==> config.mk <==
export PLATFORM = sky130hd
export DESIGN_NAME = mb_fetch_ctrl
export DESIGN_NICKNAME = d
export VERILOG_FILES = /design/src/rtl/mb_fetch_ctrl.sv
export SDC_FILE = /design/constraint.sdc
export NUM_CORES = 1
export LEC_CHECK = 0
export ABC_AREA = 1
export BUFFER_PORTS_ARGS = -buffer_cell sky130_fd_sc_hd__buf_2
export CAP_MARGIN = 0
export CORE_ASPECT_RATIO = 1.4
export CORE_MARGIN = 2
export CORE_UTILIZATION = 37
export CTS_CLUSTER_DIAMETER = 80
export CTS_CLUSTER_SIZE = 12
export DETAILED_ROUTE_END_ITERATION = 6
export REMOVE_ABC_BUFFERS = 1
export SKIP_LAST_GASP = 1
export SYNTH_ARGS = -nofsm -noshare
export SYNTH_HDL_FRONTEND = slang
export SYNTH_SLANG_ARGS = --single-unit
==> constraint.sdc <==
create_clock -name clk -period 6.7 [get_ports clk]
set_clock_uncertainty 0.1 [all_clocks]
set_input_delay 1.005 -clock clk [delete_from_list [all_inputs] [get_ports clk]]
set_output_delay 1.005 -clock clk [all_outputs]
set_load 0.01 [all_outputs]
==> src/rtl/mb_fetch_ctrl.sv <==
// Macroblock fetch controller: walks the 96 words of one 4:2:0 macroblock
// (64 Y, 16 U, 16 V) from memory and streams them into the plane buffers.
module mb_fetch_ctrl #(
   parameter int unsigned MB_W      = 22,
   parameter int unsigned MB_H      = 18,
   parameter logic [31:0] BASE_ADDR = 32'h0
) (
   input  logic        clk,
   input  logic        rst,
   input  logic        start,
   input  logic [5:0]  mb_x,
   input  logic [5:0]  mb_y,
   input  logic        data_valid,
   input  logic [31:0] data_word,
   output logic [31:0] fetch_addr,
   output logic        fetch_req,
   output logic        buf_we,
   output logic [1:0]  buf_sel,
   output logic [3:0]  buf_row,
   output logic [1:0]  buf_col,
   output logic [31:0] buf_wdata,
   output logic        busy,
   output logic        fetch_finish,
   output logic        err
);

   typedef enum logic [1:0] {
      S_IDLE  = 2'd0,
      S_FETCH = 2'd1,
      S_DONE  = 2'd2
   } state_e;

   typedef struct packed {
      logic        we;
      logic [1:0]  sel;
      logic [3:0]  row;
      logic [1:0]  col;
      logic [31:0] wdata;
   } buf_wr_t;

   localparam logic [6:0]  LAST_WORD    = 7'd95;
   localparam logic [31:0] WORDS_PER_MB = 32'd96;

   state_e      state_q, state_d;
   logic [6:0]  wcnt_q, wcnt_d;
   logic [5:0]  mbx_q, mbx_d;
   logic [5:0]  mby_q, mby_d;
   logic        err_q, err_d;
   buf_wr_t     bw_q, bw_d;

   logic        in_range;
   logic        launch;
   logic        accept;
   logic [31:0] mb_idx;
   logic [31:0] addr;

   assign in_range = ({26'd0, mb_x} < MB_W) && ({26'd0, mb_y} < MB_H);
   assign launch   = (state_q == S_IDLE) && start && in_range;
   assign accept   = (state_q == S_FETCH) && data_valid;

   assign mb_idx = {26'd0, mby_q} * MB_W + {26'd0, mbx_q};
   assign addr   = BASE_ADDR + mb_idx * WORDS_PER_MB + {25'd0, wcnt_q};

   // ---------------- FSM: state register ----------------
   always_ff @(posedge clk or negedge rst) begin
      if (!rst) state_q <= S_IDLE;
      else      state_q <= state_d;
   end

   // ---------------- FSM: next state ----------------
   always_comb begin
      state_d = state_q;
      case (state_q)
         S_IDLE:  if (launch) state_d = S_FETCH;
         S_FETCH: if (accept && (wcnt_q == LAST_WORD)) state_d = S_DONE;
         S_DONE:  state_d = S_IDLE;
         default: state_d = S_IDLE;
      endcase
   end

   // ---------------- FSM: outputs ----------------
   always_comb begin
      fetch_req    = 1'b0;
      busy         = 1'b0;
      fetch_finish = 1'b0;
      fetch_addr   = '0;
      case (state_q)
         S_FETCH: begin
            fetch_req  = 1'b1;
            busy       = 1'b1;
            fetch_addr = addr;
         end
         // word 95's registered write lands in this same cycle
         S_DONE: begin
            busy         = 1'b1;
            fetch_finish = 1'b1;
         end
         default: ;
      endcase
   end

   // ---------------- word counter / coordinates / error ----------------
   always_comb begin
      wcnt_d = wcnt_q;
      mbx_d  = mbx_q;
      mby_d  = mby_q;
      err_d  = (state_q == S_IDLE) && start && !in_range;
      if (launch) begin
         mbx_d  = mb_x;
         mby_d  = mb_y;
         wcnt_d = '0;
      end else if (accept) begin
         wcnt_d = wcnt_q + 7'd1;
      end
   end

   // ---------------- buffer write mapping ----------------
   // U starts at 64 and V at 80, both multiples of 16, so the chroma
   // offset's row/col bits are just wcnt[3:1] / wcnt[0].
   always_comb begin
      bw_d    = bw_q;
      bw_d.we = accept;
      if (accept) begin
         bw_d.wdata = data_word;
         if (wcnt_q < 7'd64) begin
            bw_d.sel = 2'd0;
            bw_d.row = wcnt_q[5:2];
            bw_d.col = wcnt_q[1:0];
         end else begin
            bw_d.sel = (wcnt_q < 7'd80) ? 2'd1 : 2'd2;
            bw_d.row = {1'b0, wcnt_q[3:1]};
            bw_d.col = {1'b0, wcnt_q[0]};
         end
      end
   end

   always_ff @(posedge clk or negedge rst) begin
      if (!rst) begin
         wcnt_q <= '0;
         mbx_q  <= '0;
         mby_q  <= '0;
         err_q  <= 1'b0;
         bw_q   <= '0;
      end else begin
         wcnt_q <= wcnt_d;
         mbx_q  <= mbx_d;
         mby_q  <= mby_d;
         err_q  <= err_d;
         bw_q   <= bw_d;
      end
   end

   assign err       = err_q;
   assign buf_we    = bw_q.we;
   assign buf_sel   = bw_q.sel;
   assign buf_row   = bw_q.row;
   assign buf_col   = bw_q.col;
   assign buf_wdata = bw_q.wdata;

endmodule

== After elaboration in Yosys (flattened, before gate mapping) ==
Cells that the tools add are included.

* $add $sub $neg: 3
* Reduce and logical (&&, ||, !) cells: 11
* Equal/unequal tests: 5
* Multipliers: 2
* Muxes and demuxes: 11
* $lt $le $gt $ge: 4

{| class="wikitable"
|+ Operators by type and width
! cell !! count
|-
| 19-bit by 7-bit adder with 20-bit output || 1
|-
| 20-bit two-way mux || 1
|-
| 7-bit < comparator (second input constant) || 2
|-
| 12-bit by 2-bit multiplier with 14-bit output (second input constant) || 1
|-
| 7-bit two-way mux || 2
|-
| 11-bit by 6-bit adder with 12-bit output || 1
|-
| 6-bit by 5-bit < comparator with 1-bit output (second input constant) || 2
|-
| 6-bit by 4-bit multiplier with 10-bit output (second input constant) || 1
|-
| 8-bit two-way mux || 1
|-
| 7-bit by 1-bit adder with 7-bit output (second input constant) || 1
|-
| 7-bit equality test (second input constant) || 1
|-
| 1-bit logical AND || 6
|-
| 2-bit two-way mux || 3
|-
| 2-bit one-hot mux with 2 select lines || 1
|-
| 1-bit two-way mux || 3
|-
| 2-bit by 1-bit equality test with 1-bit output (second input constant) || 1
|-
| 2-bit equality test (second input constant) || 1
|-
| 2-bit zero test || 1
|-
| 2-bit by 1-bit != test with 1-bit output (second input constant) || 1
|-
| 2-bit != test (second input constant) || 1
|-
| 2-bit AND reduction || 1
|-
| 2-bit nonzero test || 1
|-
| 2-bit OR reduction || 1
|-
| 1-bit zero test || 1
|}

* Word-level logic and storage cells: 46
* Bits in registers: 63
* Output and inout bits: 77
* Input port bits: 48

== Longest topological paths before layout ==
* Word-level depth: 5
* Gate-level depth with buffers: 29

== Least setup slack after synthesis ==
OpenSTA, ideal clock, no wires.

* Path type: register -> output
* Start: register mby_q[1]
* End: output fetch_addr[17]
* Cell stages (with the launch flop): 25
* Buffers on the path: 0
* Arrival: 4,027 ps
* Path slack: 1,568 ps
* Cells stage by stage: dfrtp_1 -> ha_1 -> fa_1 -> ha_1 -> xnor2_1 -> ha_1 -> inv_1 -> o21ai_0 -> nand2_1 -> nor2_1 -> nand4_1 -> nand2_1 -> inv_1 -> ha_1 -> nand2_1 -> inv_1 -> a21oi_1 -> nand3_1 -> nand2_1 -> nand2_1 -> nor2_1 -> nand4_1 -> nand2_1 -> nand2_1 -> nor2_1

* Cells in the longest elaborated chain, start to end: 5

{| class="wikitable"
|+ Ends and longest elaborated chain
! item !! RTL line !! RTL
|-
| start: declaration || 47 || <nowiki>logic [5:0] mby_q, mby_d;</nowiki>
|-
| start signal: assignment || 147 || <nowiki>mby_q <= mby_d;</nowiki>
|-
| 6-bit by 4-bit multiplier with 10-bit output || 61 || <nowiki>assign mb_idx = {26'd0, mby_q} * MB_W + {26'd0, mbx_q};</nowiki>
|-
| 11-bit by 6-bit adder with 12-bit output || 61 ||
|-
| 12-bit by 2-bit multiplier with 14-bit output || 62 || <nowiki>assign addr = BASE_ADDR + mb_idx * WORDS_PER_MB + {25'd0, wcnt_q};</nowiki>
|-
| 19-bit by 7-bit adder with 20-bit output || 62 ||
|-
| 20-bit two-way mux || 87 || <nowiki>case (state_q)</nowiki>
|-
| end: declaration || 15 || <nowiki>output logic [31:0] fetch_addr,</nowiki>
|}

Every way passes these cells.

== Worst setup path after layout ==
* Start: register mby_q[0]
* End: output fetch_addr[17]

Same word-level chain as after synthesis.

==> flow_metrics.tcl <==
set metrics [dict create \
    run_status "completed" \
    maxCapViolCount 0 \
    path_clk_slew_ns 0.05 \
    syn_area_per_cell_um2 7.109 \
    cts_root_buffer "clkbuf_16" \
    finalSetupTns_ns 0 \
    dr.pass1.iters 4 \
    crit_required_ns 5.59 \
    post-route-min-period_ns 5.922 \
    cts_hold_buf 0 \
    nets 861 \
    gp_congestion 0.8780 \
    slowest_stage "fa_1" \
    worstMarginPinSlew_ns 0.7837 \
    min_delay_path_depth 2 \
    num_vias 4399 \
    min_to "buf_wdata[24]$_DFFE_PN0P_" \
    arrival_ns 4.82 \
    antenna_found_initial 0 \
    period_share_pct 88.39 \
    setup_viol 0 \
    area.growth.synth_to_final_pct 20.41 \
    die_w_um 98.96 \
    fin_cells 922 \
    synth_top_cell_area_share_pct 33.75 \
    synth_cell_types 38 \
    rr_startpoint "state_q[1]$_DFFE_PN0P_" \
    worstSkewPairLatency_ns 0.32 \
    max_freq_mhz 168.9 \
    synth_area_um2 4671 \
    fillers 1257 \
    drive_above_1_share_pct 21.37 \
    reg2regPathDepth 8 \
    ctsResizeCount 0 \
    placedCellCount 906 \
    cp-start-kind "register" \
    drt_drc_violations_left 0 \
    hold_viol 0 \
    wl_per_cell_um 11.55 \
    multi_input_area_um2 2631 \
    numPortBuffers 112 \
    slew_headroom_pct 47.76 \
    grt_remaining_overflow 0 \
    hold_class "register to register" \
    track_usage_pct 16.47 \
    hold_ws_ns 0.3733 \
    grt_max_degree 64 \
    hold_path.startpoint "buf_wdata[24]$_DFFE_PN0P_" \
    num_rows 48 \
    setup_ws_ns 0.7780 \
    ys_top_cells_by_area "dfrtp_1, nand2_1, ha_1" \
    path_common_cell "nand2_1" \
    clk_path_buf_depth 2 \
    grt_pass1_wl_um 18690 \
    htree_levels 3 \
    cts_tree "yes" \
    final-seq-area_um2 1577 \
    insertedDiodeCount 0 \
    pre_cts_ws_ns 1.123 \
    yosysWarnings 0 \
    max_stage_delay_ns 0.53 \
    final_max_slew_viol_count 0 \
    design.portCount 125 \
    postCtsSetupBuffers 0 \
    initial_core_util_pct 37.94 \
    cts_buffers 9 \
    rsz0062_at_grt "false" \
    worst_r2r_endpoint "buf_sel[0]$_DFFE_PN0P_" \
    core_area_um2 12310 \
    r2r_slack_ns 3.82 \
    synth_top_cell_by_area "dfrtp_1" \
    die_h_um 136.9 \
    first_global_vias 4374 \
    antenna_left 0 \
    crit_type "register to primary output" \
    die-area_um2 13550 \
    via_per_inst 4.771 \
    clkSinkCount 63 \
    first_iter_violations 137 \
    totalWireLength_um 10650 \
    end_kind "primary output" \
    synthCells 657 \
    path_max_fanout 5 \
    synth_seq_area_share_pct 33.75 \
    ys_ff_latch 63 \
    hpwl_um 8398 \
]
[Yosys cell counts]
cell type    n
inv_1       88
nand2_4      2
nand3_2      5
nor3_1       9
a31oi_1      1
buf_6        1
inv_2        5
nor2_1      25
a32o_1       1
a21oi_1     34
nand3b_1     6
nor2_2       6
o21ai_1      1
o21a_1       1
nor2_8       1
o21ai_0     18
nand3_1     29
a21o_1       1
conb_1       1
clkbuf_1    13
nand4_1      8
nand2_2     10
dfrtp_1     63
buf_4       12
and2_1       1
nor3_4       1
o21bai_1     1
o31ai_1      1
fa_1         6
or2_2        1
ha_1        40
xnor2_1      3
buf_2        1
and3_1       1
xor2_1       3
nand3b_2     1
nand2_1    253
nor2_4       3
[kinds of logic after synthesis]
family          after synthesis  share of synthesized area, %
other cells                   1                       0.08029
xor+xnor                      6                         1.125
simple gates                362                         34.29
buf+inv                     120                         10.80
flops                        63                         33.75
fa+ha+maj                    46                         13.29
compound gates               59                         6.670
[critical path, delay by kind of cell, from the launching register on]
family                   cells  cell delay (ns)
adder cells (fa/ha/maj)      5             1.79
XOR/XNOR                     1             0.22
flip-flops                   1             0.41
AO/OA/AOI/OAI                1             0.24
buffers and inverters        4             0.29
AND/OR/NAND/NOR             15             1.54
[layout make-up]
cell class,count,area share (%)
repair buffers,115,10.37
clock buffers,14,5.050
clock inverters,2,0.2225
flip-flops and latches,63,28.03
well taps,150,3.337
inverters,93,6.207
multi-input cells,485,46.79
[how the worst max path moves through the flow]
stage | startpoint | to
floorplan | mby_q[1]$_DFFE_PN0P_ | fetch_addr[17]
global placement | mby_q[0]$_DFFE_PN0P_ | fetch_addr[17]
detailed placement | mby_q[0]$_DFFE_PN0P_ | fetch_addr[17]
CTS | mby_q[0]$_DFFE_PN0P_ | fetch_addr[17]
global route | mby_q[1]$_DFFE_PN0P_ | fetch_addr[17]
finish | mby_q[0]$_DFFE_PN0P_ | fetch_addr[17]
[routing by layer]
layer | wire length, µm | global-route usage [%] | up-vias
met5 | 0 | 0 | -
met4 | 204 | 6.697 | 0
met3 | 710 | 4.035 | 16
met2 | 5422 | 30.71 | 121
met1 | 4313 | 17.60 | 2022
li1 | - | - | 2240
[cell usage in the layout (no fill, tap or decap), drive strengths merged, types with 7 or more instances in the layout]
master / synthesis / final
nand2: 265 / 265
buf: 14 / 115
inv: 93 / 93
dfrtp: 63 / 63
ha: 40 / 40
nor2: 35 / 35
a21oi: 34 / 34
nand3: 34 / 34
o21ai: 19 / 19
clkbuf: 13 / 14
conb: 1 / 12
nor3: 10 / 10
nand4: 8 / 8
nand3b: 7 / 7
[sequential cells by signal (all words and copies together) (netlist names), 2 cells and up]
register and flops:
mby_q 6, buf_row 4, wcnt_q 7, mbx_q 6
state_q 2, buf_col 2, buf_sel 2, buf_wdata 32
[through the flow]
step / cell area [µm²] / util (%)
final: 5624 / 45.68
after global routing: 5624 / 45.68
after CTS: 5624 / 45.68
after detailed placement: 5328 / 43.27
after global placement: 5328 / 43.27
after floorplan: 4557 / -
Power is left out: the tool's default activity adds up to more than one toggle a clock period on the data nets, which glitch-free logic cannot reach.
